$ cat config.mk
export PLATFORM = sky130hd
export DESIGN_NAME = rr_mux_arb_flat
export DESIGN_NICKNAME = d
export VERILOG_FILES = /design/src/rtl/rr_mux_arb_pkg.sv /design/src/rtl/rr_mux_arb_if.sv /design/src/rtl/rr_mux_arb_arbiter.sv /design/src/rtl/rr_mux_arb.sv /design/src/flat_wrapper.sv
export SDC_FILE = /design/constraint.sdc
export NUM_CORES = 1
export LEC_CHECK = 0
export CAP_MARGIN = 20
export CORE_MARGIN = 8
export CORE_UTILIZATION = 38
export CTS_BUF_LIST = sky130_fd_sc_hd__clkbuf_8
export CTS_CLUSTER_DIAMETER = 30
export CTS_CLUSTER_SIZE = 40
export DETAILED_ROUTE_END_ITERATION = 6
export DONT_BUFFER_PORTS = 1
export PLACE_DENSITY = 0.53
export SLEW_MARGIN = 20
export SYNTH_ARGS = -nofsm -noshare
export SYNTH_HDL_FRONTEND = slang
export SYNTH_SLANG_ARGS = --single-unit
$ cat constraint.sdc
create_clock -name clk -period 1.8 [get_ports clk]
set_clock_uncertainty 0.1 [all_clocks]
set_input_delay 0.36 -clock clk [delete_from_list [all_inputs] [get_ports clk]]
set_output_delay 0.36 -clock clk [all_outputs]
set_load 0.05 [all_outputs]
$ cat src/rtl/rr_mux_arb_pkg.sv
// Shared definitions for the round-robin / fixed-select multiplexer.
//   MODE_FIXED / MODE_RR : encodings of the mode input.
//   MAX_CH               : widest onehot vector accepted by onehot_to_idx.
//   onehot_to_idx        : OR-reduction encoder, no priority chain.
package mux_pkg;

  localparam logic MODE_FIXED = 1'b0;
  localparam logic MODE_RR    = 1'b1;

  localparam int MAX_CH = 32;

  // For a true onehot input this is the bit position; ORing the indices of
  // every set bit keeps it a flat OR tree instead of a priority encoder.
  function automatic int onehot_to_idx(input logic [MAX_CH-1:0] oh);
    int idx;
    idx = 0;
    for (int i = 0; i < MAX_CH; i++) begin
      if (oh[i]) idx = idx | i;
    end
    return idx;
  endfunction

endpackage

$ cat src/rtl/rr_mux_arb_if.sv
// Bundle of the multiplexer's input channels and output beat.
//   mode, sel            : steering controls.
//   in_valid/in_data     : per-channel beats, channel i at [i*DATA_W +: DATA_W].
//   in_ready             : per-channel accept.
//   out_valid/out_data   : registered output beat, out_ch its source channel.
//   out_ready            : downstream accept.
// Handshake: a beat moves when valid and ready are both high at a rising
// edge; the producer holds valid and data stable until that edge.
// master = sources plus downstream sink, slave = the multiplexer.
interface rr_mux_arb_if #(
  parameter int NUM_CH = 2,
  parameter int DATA_W = 8,
  parameter int CH_W   = $clog2(NUM_CH)
) ();

  logic                     mode;
  logic [CH_W-1:0]          sel;
  logic [NUM_CH-1:0]        in_valid;
  logic [NUM_CH*DATA_W-1:0] in_data;
  logic [NUM_CH-1:0]        in_ready;
  logic                     out_valid;
  logic [DATA_W-1:0]        out_data;
  logic [CH_W-1:0]          out_ch;
  logic                     out_ready;

  modport master (
    output mode, sel, in_valid, in_data, out_ready,
    input  in_ready, out_valid, out_data, out_ch
  );

  modport slave (
    input  mode, sel, in_valid, in_data, out_ready,
    output in_ready, out_valid, out_data, out_ch
  );

endinterface

$ cat src/rtl/rr_mux_arb_arbiter.sv
// Combinational round-robin arbiter.
//   req       : per-channel request.
//   ptr       : channel with highest priority this cycle.
//   en        : a granted request is actually consumed this cycle.
//   grant     : onehot grant, first request at or above ptr (wrapping).
//   grant_idx : index of the granted channel.
//   ptr_next  : pointer for the next cycle; moves past the winner only when
//               en is high and something was granted, otherwise equals ptr.
module rr_arbiter #(
  parameter int NUM_CH = 2,
  parameter int CH_W   = $clog2(NUM_CH)
) (
  input  logic [NUM_CH-1:0] req,
  input  logic [CH_W-1:0]   ptr,
  input  logic              en,
  output logic [NUM_CH-1:0] grant,
  output logic [CH_W-1:0]   grant_idx,
  output logic [CH_W-1:0]   ptr_next
);

  localparam int SUM_W = CH_W + 1;

  logic [SUM_W-1:0] cand;
  logic             found;

  // Walk the channels starting at ptr; the extra bit in cand lets the
  // modulo-NUM_CH wrap work for non-power-of-two channel counts.
  always_comb begin
    grant     = '0;
    grant_idx = '0;
    found     = 1'b0;
    cand      = '0;
    for (int i = 0; i < NUM_CH; i++) begin
      cand = SUM_W'(ptr) + SUM_W'(i);
      if (cand >= SUM_W'(NUM_CH)) cand = cand - SUM_W'(NUM_CH);
      if (!found && req[cand[CH_W-1:0]]) begin
        found                  = 1'b1;
        grant[cand[CH_W-1:0]]  = 1'b1;
        grant_idx              = cand[CH_W-1:0];
      end
    end
  end

  always_comb begin
    ptr_next = ptr;
    if (en && found) begin
      ptr_next = (grant_idx == CH_W'(NUM_CH - 1)) ? '0 : grant_idx + CH_W'(1);
    end
  end

endmodule

$ cat src/rtl/rr_mux_arb.sv
// N:1 multiplexer with per-channel valid/ready and one registered output
// beat. mode=0 steers by sel, mode=1 shares the output round-robin.
//   clk, rst_n : rising-edge clock, asynchronous active-low reset.
//   bus        : channel inputs and output beat (rr_mux_arb_if.slave).
// A new beat loads whenever the output register is empty or being drained
// this same edge, so a held out_ready gives one beat per cycle.
module rr_mux_arb
  import mux_pkg::*;
#(
  parameter int NUM_CH = 2,
  parameter int DATA_W = 8,
  parameter int CH_W   = $clog2(NUM_CH)
) (
  input  logic        clk,
  input  logic        rst_n,
  rr_mux_arb_if.slave bus
);

  logic [NUM_CH-1:0] fixed_grant;
  logic [NUM_CH-1:0] rr_grant;
  logic [NUM_CH-1:0] grant;
  logic [CH_W-1:0]   rr_idx;
  logic [CH_W-1:0]   rr_ptr;
  logic [CH_W-1:0]   rr_ptr_next;
  logic [CH_W-1:0]   grant_ch;
  logic [DATA_W-1:0] grant_data;
  logic              load;
  logic              xfer;
  logic              rr_en;

  assign load = ~bus.out_valid | bus.out_ready;

  // sel values with no matching channel leave fixed_grant empty.
  always_comb begin
    fixed_grant = '0;
    for (int i = 0; i < NUM_CH; i++) begin
      fixed_grant[i] = bus.in_valid[i] & (bus.sel == CH_W'(i));
    end
  end

  rr_arbiter #(
    .NUM_CH (NUM_CH),
    .CH_W   (CH_W)
  ) u_arb (
    .req       (bus.in_valid),
    .ptr       (rr_ptr),
    .en        (rr_en),
    .grant     (rr_grant),
    .grant_idx (rr_idx),
    .ptr_next  (rr_ptr_next)
  );

  assign grant = (bus.mode == MODE_FIXED) ? fixed_grant : rr_grant;

  // Reset gating matters: out_valid is 0 in reset, which would otherwise
  // make load=1 and advertise ready to the sources.
  assign bus.in_ready = rst_n ? (grant & {NUM_CH{load}}) : '0;
  assign xfer         = |bus.in_ready;
  assign rr_en        = rst_n & load & (bus.mode == MODE_RR);

  always_comb begin
    grant_data = '0;
    for (int i = 0; i < NUM_CH; i++) begin
      grant_data = grant_data | ({DATA_W{grant[i]}} & bus.in_data[i*DATA_W +: DATA_W]);
    end
  end

  assign grant_ch = (bus.mode == MODE_RR) ? rr_idx
                                          : CH_W'(onehot_to_idx(MAX_CH'(fixed_grant)));

  always_ff @(posedge clk or negedge rst_n) begin
    if (!rst_n) begin
      bus.out_valid <= 1'b0;
      bus.out_data  <= '0;
      bus.out_ch    <= '0;
      rr_ptr        <= '0;
    end else begin
      rr_ptr <= rr_ptr_next;
      if (xfer) begin
        bus.out_valid <= 1'b1;
        bus.out_data  <= grant_data;
        bus.out_ch    <= grant_ch;
      end else if (bus.out_ready) begin
        bus.out_valid <= 1'b0;
      end
    end
  end

endmodule

$ cat src/flat_wrapper.sv
// flat-port wrapper written by rule: the top's interface ports become plain ports
module rr_mux_arb_flat import mux_pkg::*;
#(
  parameter int NUM_CH = 2,
  parameter int DATA_W = 8,
  parameter int CH_W   = $clog2(NUM_CH)
)
  (clk, rst_n, bus_mode, bus_sel, bus_in_valid, bus_in_data, bus_out_ready, bus_in_ready, bus_out_valid, bus_out_data, bus_out_ch);
  rr_mux_arb_if #(.NUM_CH(NUM_CH), .DATA_W(DATA_W), .CH_W(CH_W)) bus_i ();
  input  logic clk;
  input  logic rst_n;
  input wire logic [$bits(bus_i.mode)-1:0] bus_mode;
  input wire logic [$bits(bus_i.sel)-1:0] bus_sel;
  input wire logic [$bits(bus_i.in_valid)-1:0] bus_in_valid;
  input wire logic [$bits(bus_i.in_data)-1:0] bus_in_data;
  input wire logic [$bits(bus_i.out_ready)-1:0] bus_out_ready;
  output wire logic [$bits(bus_i.in_ready)-1:0] bus_in_ready;
  output wire logic [$bits(bus_i.out_valid)-1:0] bus_out_valid;
  output wire logic [$bits(bus_i.out_data)-1:0] bus_out_data;
  output wire logic [$bits(bus_i.out_ch)-1:0] bus_out_ch;
  assign bus_i.mode = bus_mode;
  assign bus_i.sel = bus_sel;
  assign bus_i.in_valid = bus_in_valid;
  assign bus_i.in_data = bus_in_data;
  assign bus_i.out_ready = bus_out_ready;
  assign bus_in_ready = bus_i.in_ready;
  assign bus_out_valid = bus_i.out_valid;
  assign bus_out_data = bus_i.out_data;
  assign bus_out_ch = bus_i.out_ch;
  rr_mux_arb #(.NUM_CH(NUM_CH), .DATA_W(DATA_W), .CH_W(CH_W)) u_core (.clk(clk), .rst_n(rst_n), .bus(bus_i));
endmodule
==> results of run 1 <==
## critical path, cell delays in order, from the launching register on
cell and delay [ns]:
dfrtp_2 0.42, nand2b_4 0.08, and2_1 0.21, and2_4 0.27
## cell type report
class | instances | area [µm²] | area share, %
clock buffers | 3 | 41.3 | 6.03
clock inverters | 1 | 3.75 | 0.548
inverters | 2 | 7.51 | 1.10
multi-input cells | 30 | 275 | 40.2
flip-flops and latches | 11 | 277 | 40.4
well taps | 16 | 20.0 | 2.93
repair buffers | 6 | 60.1 | 8.78
## report_power, final
part | internal (mW) | total [mW] | switching, mW
sequential | 0.300 | 0.512 | 0.212
clock | 0.149 | 0.236 | 0.0866
combinational | 0.0769 | 0.151 | 0.0737
total | 0.526 | 0.898 | 0.372
## layout by cell type (no fill, tap or decap), drive strengths merged, types with 2 or more instances in the layout
cell type	count
and3	8
a221o	8
and2	2
buf	5
nand2b	2
inv	3
clkbuf	3
dfrtp	11
a31oi	3
## sequential cells by signal (all words and copies together), names as in the netlist
register              cells
u_core.bus.out_data       8
u_core.bus.out_ch         1
u_core.rr_ptr             1
u_core.bus.out_valid      1
## worst min path at each step
| stage | from | to | slack (ns) | depth (start not counted) |
|---|---|---|---|---|
| finish | bus_in_valid[1] | u_core.rr_ptr | 0.15 | 1 |
| floorplan | rst_n | u_core.bus.out_ch | -0.04 | 0 |
| detailed placement | rst_n | u_core.bus.out_data[6] | -0.04 | 0 |
| global route | bus_in_valid[1] | u_core.rr_ptr | 0.15 | 1 |
| global placement | rst_n | u_core.bus.out_data[6] | -0.04 | 0 |
| CTS | bus_in_valid[1] | u_core.rr_ptr | 0.15 | 1 |
## per-stage QoR
step / power [mW] / utilization, % / cell area (µm²) / hold slack (ns) / worst slack [ns]
global placement: 0.654 / 43.2 / 628 / -0.0352 / 0.301
global route: 0.947 / 47.1 / 684 / 0.151 / 0.0349
finish: 0.898 / 47.1 / 684 / 0.149 / 0.125
floorplan: 0.618 / - / 574 / -0.0356 / 0.0889
CTS: 0.910 / 47.0 / 683 / 0.149 / 0.0314
detailed placement: 0.664 / 43.2 / 628 / -0.0352 / 0.274
## kinds of logic after synthesis
logic type             after synthesis  share of synthesized area (%)
AOI/OAI and AO/OA                   16                           29.1
and+or+nand+nor                     14                           18.6
DFF                                 11                           48.1
buffers and inverters                4                           4.16
## routing by layer
layer  global-route usage [%]  wire [µm]  vias up
met4                     3.69          0        0
met1                     9.84        465      214
met5                        0          0        -
met3                     6.25        249        0
met2                     19.8        832       20
li1                         -          -      196
## repair_timing
item | in CTS | in global routing
endpoints found under the hold margin | 11 | 0
resized for setup | 0 | 1
setup endpoints to repair | 0 | 1
hold buffers | 1 | 0
==> impl_metrics.tcl, run 1 <==
set metrics [dict create \
    max_freq_mhz 597 \
    drive_above_1_share_pct 30.2 \
    clkTransAtPathRegs_ns 0.05 \
    core_um2 1450 \
    synth_area_per_cell_um2 12.7 \
    clock-root-buffer "clkbuf_8" \
    yosysTopAreaCell "dfrtp_1" \
    dp.cells 64 \
    worst_ep_required_time_ns 1.34 \
    ys_seq_area_share_pct 48.1 \
    slew_headroom_pct 56.2 \
    powerDensity_nw_per_um2 1310 \
    grt_max_degree 12 \
    grt_pass1_wl_mm 2.37 \
    antenna_found_initial 0 \
    synth_nets 68 \
    worstSetupStartpoint "u_core.bus.out_valid" \
    rows 14 \
    path_class "reg2out" \
    cts_tree "yes" \
    worstPathArrival_ns 1.22 \
    rsz0062_at_grt "false" \
    drt_wl_total_mm 1.55 \
    drv_cap 0 \
    crit_fanout 4 \
    nFillCells 139 \
    die_h_um 54.8 \
    vias 430 \
    synth_warnings 0 \
    antenna_left 0 \
    postCtsSetupBuffers 0 \
    synth.most_common_cell "dfrtp_1" \
    status "finished clean" \
    dpl.hpwl_mm 1.28 \
    endpoint_kind "output pin" \
    numCtsBuffers 3 \
    synth_top_area_share_pct 48.1 \
    r2r-end "u_core.bus.out_data[3]" \
    tightestPinTransition_ns 0.656 \
    ys_ff_latch 11 \
    fin_nets 77 \
    drv_slew 0 \
    hold_violations 0 \
    synth-edff-count 0 \
    portBuffers 0 \
    via_per_inst 6.23 \
    hold_class "in2reg" \
    antenna_cells 0 \
    grt_usage_pct 10.9 \
    async_flop_share_pct 100 \
    r2r_cells 4 \
    area_delta_synth_final_pct 19.7 \
    ios 35 \
    rr_startpoint "u_core.bus.out_valid" \
    rrSetupSlack_ns 0.27 \
    drc 0 \
    peakVddDrop_v 0.000460 \
    drtIter0Drc 7 \
    min_period_ns 1.68 \
    h-tree-depth 1 \
    place.gp.congestion 0.763 \
    timing.critical_path.to "bus_in_ready[1]" \
    die_area_um2 3000 \
    grt_overflow_total 0 \
    setup_viol_count_final 0 \
    die_w_um 54.8 \
    netlist_area_um2 572 \
    final_cell_count_no_fill 69 \
    min_period_over_period_pct 93.1 \
    initial_utilization_pct 39.3 \
    timing.setup.tns_ns 0 \
    wl_per_cell_um 22.4 \
    grt_pass1_vias 503 \
    synthTopCellsByArea "dfrtp_1 (48%), a221o_1 (14%), and3_1 (8.8%)" \
    ys.flop_type "dfrtp_1" \
    p_leak_nw 0.324 \
    synth.top_cells.by_count "dfrtp_1 (11), a221o_1 (8), and3_1 (8)" \
    yosysUniqueCellTypes 17 \
    critical_path.startpoint_type "flip-flop" \
    cts_sinks 11 \
    clockBufferDepth 2 \
    clk_latency_ns 0.23 \
    netlist_instances 45 \
    first_pass_iters 2 \
]
Note: power is estimated with default switching activity, not from simulation.
==> inputs of run 2 (changes only) <==
--- a/config.mk
+++ b/config.mk
@@ -13,7 +13,7 @@
 export CTS_CLUSTER_SIZE = 40
 export DETAILED_ROUTE_END_ITERATION = 6
 export DONT_BUFFER_PORTS = 1
-export PLACE_DENSITY = 0.53
+export PLACE_DENSITY = 0.55
 export SLEW_MARGIN = 20
 export SYNTH_ARGS = -nofsm -noshare
 export SYNTH_HDL_FRONTEND = slang
==> constraint.sdc (replaced) <==
create_clock -name clk -period 1.4 [get_ports clk]
set_clock_uncertainty 0.1 [all_clocks]
set_input_delay 0.21 -clock clk [delete_from_list [all_inputs] [get_ports clk]]
set_output_delay 0.21 -clock clk [all_outputs]
set_load 0.05 [all_outputs]
==> run 2 against run 1 <==
  * The flow now finishes with violations (setup timing)
  * Die area unchanged
  * Routed wire length is 11% higher
  * Sequential cell count stayed put
  * Cell area rose by 28%
  * Highest routed layer unchanged
==> impl_metrics.tcl, run 2 (synthesis gave the netlist of run 1 again) <==
set metrics [dict create \
    status "finished, violations left" \
    violations "setup timing" \
    clkTransAtPathRegs_ns 0.05 \
    drv_slew 0 \
    critical_path.startpoint_type "flip-flop" \
    core_um2 1450 \
    antenna_found_initial 0 \
    drive_above_1_share_pct 53.6 \
    antenna_left 0 \
    die_area_um2 3000 \
    drc 0 \
    dpl.hpwl_mm 1.30 \
    grt_overflow_total 0 \
    tightestPinTransition_ns 0.503 \
    setup_viol_count_final 10 \
    drtIter0Drc 12 \
    layout_commonest_cell "buf_4" \
    slowest_delay_ns 0.42 \
    clock_power_share_pct 23.8 \
    p_leak_nw 0.407 \
    switching_share_pct 39.3 \
    peakVddDrop_v 0.000757 \
    die_w_um 54.8 \
    power.switching_mw 0.517 \
    nFillCells 116 \
    rr_startpoint "u_core.bus.out_valid" \
    seq_power_share_pct 32.6 \
    endpoint_kind "output pin" \
    crit_fanout 2 \
    crit_chain "nand2b_4 -> buf_6 -> nand4_4 -> a31oi_4 -> buf_12" \
    rsz0062_at_grt "true" \
    path_class "reg2out" \
    max_freq_mhz 638 \
    worstPathArrival_ns 1.26 \
    drt_wl_total_mm 1.71 \
    crit_slowest_cell "dfrtp_2" \
    h-tree-depth 1 \
    clock-root-buffer "clkbuf_8" \
    vias 500 \
    numCtsBuffers 3 \
    antenna_cells 0 \
    powerDensity_nw_per_um2 1510 \
    first_pass_iters 4 \
    clockBufferDepth 2 \
    largest_reg_flops 8 \
    grt_usage_pct 11.4 \
    intPower_mw 0.800 \
    clk_latency_ns 0.24 \
    rows 14 \
    portBuffers 0 \
    dp.cells 76 \
    die_h_um 54.8 \
    hold_class "in2reg" \
    cts_sinks 11 \
    final_cell_mix "buf_4 (14), dfrtp_1 (10), a221o_1 (8)" \
    wl_per_cell_um 20.1 \
    via_per_inst 5.88 \
    grt_max_degree 12 \
    top_register "u_core.bus.out_data" \
    fin_nets 93 \
    worstSetupStartpoint "u_core.bus.out_valid" \
    worstHoldStart "bus_mode" \
    grt_pass1_vias 514 \
    area_delta_synth_final_pct 52.7 \
    place.gp.congestion 0.780 \
    fin_ws_ns -0.167 \
    hold_violations 0 \
    drv_cap 0 \
    timing.setup.tns_ns -0.574 \
    cts_tree "yes" \
    ios 35 \
    initial_utilization_pct 39.3 \
    final_cell_count_no_fill 85 \
    grt_pass1_wl_mm 2.46 \
    min_period_over_period_pct 112 \
    combPwrFrac_pct 43.6 \
    min_period_ns 1.57 \
    slew_headroom_pct 66.3 \
    worst_ep_required_time_ns 1.09 \
]
run 2: metrics by stage:
stage          util, %  hold slack (ns)  instance area, µm²  setup WS, ns  power, mW
2_1_floorplan        -           -0.186                 587        -0.191      0.800
3_3_place_gp      50.9           -0.185                 741       -0.0383      0.962
3_5_place_dp      50.9           -0.185                 741       -0.0993      0.972
4_1_cts           57.8           0.0138                 841        -0.233       1.31
5_1_grt           60.1           0.0224                 873        -0.221       1.38
6_report          60.1          0.00782                 873        -0.167       1.32
run 2: critical path, delay by kind of cell (launching register included):
family / cells / cell delay, ns
flip-flops: 1 / 0.42
AO/OA/AOI/OAI: 1 / 0.20
AND/OR/NAND/NOR: 2 / 0.15
buffers and inverters: 2 / 0.26
run 2: path summary, 6_finish.rpt:
kind,slack [ns],to,depth (start not counted)
worst max-delay path,-0.17,bus_in_ready[0],5
worst min-delay path,0.008,u_core.rr_ptr,1
worst max register to register,-0.05,u_core.bus.out_data[2],6
worst min register to register,0.41,u_core.bus.out_data[7],1
max in group asynchronous,0.55,u_core.bus.out_valid,1
min in group asynchronous,0.28,u_core.bus.out_data[3],1
run 2: area by class of cell:
class / count / area [µm²] / area share [%]
Clock buffer: 3 / 41.3 / 4.73
Tap cell: 16 / 20.0 / 2.29
Timing Repair Buffer: 22 / 201 / 23.1
Inverter: 2 / 7.51 / 0.860
Multi-Input combinational cell: 30 / 323 / 37.0
Clock inverter: 1 / 3.75 / 0.430
Sequential cell: 11 / 277 / 31.7
run 2: repair_timing:
| item | CTS | global route |
|---|---|---|
| setup endpoints to repair | 11 | 11 |
| buffers inserted | 2 | 1 |
| gates cloned | 0 | 1 |
| hold buffers | 2 | 0 |
| hold endpoints to repair | 12 | 0 |
| gates resized for setup | 5 | 8 |
| pin swaps | 1 | 1 |
run 2: per-layer routing:
| metal | track usage, % | part of all wire [%] | vias up |
|---|---|---|---|
| li1 | - | - | 230 |
| met1 | 12.1 | 35 | 243 |
| met3 | 6.79 | 16 | 0 |
| met5 | 0 | 0 | - |
| met4 | 3.69 | 0 | 0 |
| met2 | 18.5 | 49 | 27 |
run 2: power by group through the flow:
stage / sequential (mW) / combinational, mW / clock (mW)
floorplan: 0.660 / 0.140 / 0
detailed placement: 0.434 / 0.538 / 0
global route: 0.437 / 0.605 / 0.335
finish: 0.430 / 0.574 / 0.314
CTS: 0.430 / 0.566 / 0.319
global placement: 0.432 / 0.531 / 0
==> inputs of run 3 (changes only) <==
--- a/config.mk
+++ b/config.mk
@@ -13,8 +13,10 @@
 export CTS_CLUSTER_SIZE = 40
 export DETAILED_ROUTE_END_ITERATION = 6
 export DONT_BUFFER_PORTS = 1
+export MAX_ROUTING_LAYER = met4
 export PLACE_DENSITY = 0.55
 export SLEW_MARGIN = 20
 export SYNTH_ARGS = -nofsm -noshare
 export SYNTH_HDL_FRONTEND = slang
 export SYNTH_SLANG_ARGS = --single-unit
+export TNS_END_PERCENT = 100
==> run 3 against run 2 <==
  * The flow still finishes with violations (setup timing)
  * Register-to-register slack about the same
  * First-iteration DRC count is the same
  * Sequential power about the same
==> impl_metrics.tcl, run 3 (synthesis gave the netlist of run 1 again) <==
set metrics [dict create \
    status "finished, violations left" \
    violations "setup timing" \
    hold_class "in2reg" \
    first_pass_iters 4 \
    min_period_ns 1.57 \
    timing.setup.tns_ns -0.594 \
    min_period_over_period_pct 112 \
    drv_cap 0 \
    largest_reg_flops 8 \
    fin_util_pct 60.1 \
    drtIter0Drc 12 \
    hold_violations 0 \
    crit_slowest_cell "dfrtp_2" \
    dpl.hpwl_mm 1.30 \
    grt_pass1_vias 514 \
    holdPathStages 1 \
    drc 0 \
    die_area_um2 3000 \
    clkTransAtPathRegs_ns 0.05 \
    peakVddDrop_v 0.000758 \
    core_um2 1450 \
    rows 14 \
    initial_utilization_pct 39.3 \
    cts_sinks 11 \
    rsz0062_at_grt "true" \
    grt_max_degree 12 \
    area_delta_synth_final_pct 52.7 \
    rr_startpoint "u_core.bus.out_valid" \
    drive_above_1_share_pct 53.6 \
    tightestPinTransition_ns 0.507 \
    crit_chain "nand2b_4 -> buf_6 -> nand4_4 -> a31oi_4 -> buf_12" \
    setup_viol_count_final 10 \
    antenna_cells 0 \
    p_leak_nw 0.407 \
    max_freq_mhz 638 \
    clk_latency_ns 0.24 \
    critical_path.startpoint_type "flip-flop" \
    ios 35 \
    wl_per_cell_um 20.3 \
    powerDensity_nw_per_um2 1510 \
    clock-root-buffer "clkbuf_8" \
    rrSetupSlack_ns -0.05 \
    totalPowerFinal_mw 1.32 \
    cts_tree "yes" \
    dp.cells 76 \
    portBuffers 0 \
    fin_nets 93 \
    top_register "u_core.bus.out_data" \
    die_w_um 54.8 \
    drv_slew 0 \
    crit_fanout 2 \
    slowest_delay_ns 0.42 \
    die_h_um 54.8 \
    vias 500 \
    r2r-end "u_core.bus.out_data[0]" \
    grt_overflow_total 0 \
    critical_path.top_delay_family "flip-flops" \
    via_per_inst 5.88 \
    final_cell_mix "buf_4 (14), dfrtp_1 (10), a221o_1 (8)" \
    layout_commonest_cell "buf_4" \
    antenna_left 0 \
    clockBufferDepth 2 \
    slew_headroom_pct 66.1 \
    grt_pass1_wl_mm 2.46 \
    place.gp.congestion 0.790 \
    cp.buffers_inverters 2 \
    h-tree-depth 1 \
    path_class "reg2out" \
    worst_ep_required_time_ns 1.09 \
    worstPathArrival_ns 1.26 \
    whs_endpoint "u_core.rr_ptr" \
    drt_wl_total_mm 1.73 \
    final_cell_count_no_fill 85 \
    antenna_found_initial 0 \
    worstSetupStartpoint "u_core.bus.out_valid" \
    r2r_cells 6 \
    worstHoldStart "bus_mode" \
    endpoint_kind "output pin" \
    fin_ws_ns -0.168 \
    numCtsBuffers 3 \
    grt_usage_pct 11.7 \
]
-- run 3: worst register-to-register path: cells and delay by family (launching register included) --
kind                   cells  cell delay [ns]
buffers and inverters      2             0.24
and+or+nand+nor            3             0.35
DFF                        1             0.38
AOI/OAI and AO/OA          1             0.26
-- run 3: layer usage --
metal / vias up / wire (µm) / GRT usage, %
met5: - / 0 / -
met4: 0 / 4 / 3.69
met3: 2 / 220 / 6.25
met2: 20 / 840 / 18.5
met1: 247 / 662 / 12.4
li1: 231 / - / -
-- run 3: per-stage QoR --
stage / cell area, µm² / setup slack (ns) / hold WS (ns)
2_1_floorplan: 587 / -0.191 / -0.186
3_3_place_gp: 741 / -0.0383 / -0.185
3_5_place_dp: 741 / -0.0993 / -0.185
4_1_cts: 841 / -0.233 / 0.0138
5_1_grt: 873 / -0.221 / 0.0224
6_report: 873 / -0.168 / 0.00799
-- run 3: final cells by class --
type	count	area, µm²
fillers	116	581
inverters	2	7.51
multi-input cells	30	323
clock buffers	3	41.3
clock inverters	1	3.75
repair buffers	22	201
flip-flops and latches	11	277
well taps	16	20.0
-- run 3: where the power goes --
part / total (mW) / switching [mW] / internal, mW
logic: 0.575 / 0.357 / 0.217
registers: 0.430 / 0.0401 / 0.390
clock network: 0.314 / 0.121 / 0.193
-- run 3: worst max-delay path by stage --
stage	end	slack, ns	depth (start not counted)
2_1_floorplan	u_core.bus.out_data[0]	-0.19	4
3_3_place_gp	u_core.bus.out_data[2]	-0.04	4
3_5_place_dp	u_core.bus.out_data[3]	-0.1	4
4_1_cts	bus_in_ready[0]	-0.23	6
5_1_grt	bus_in_ready[0]	-0.22	5
6_report	bus_in_ready[0]	-0.17	5
-- run 3: what timing repair did --
action / CTS / global route
setup endpoints to repair: 11 / 11
setup buffers: 2 / 1
hold buffers: 2 / 0
hold endpoints to repair: 12 / 0
gates cloned: 0 / 1
pin swaps: 1 / 1
gates resized for setup: 5 / 8
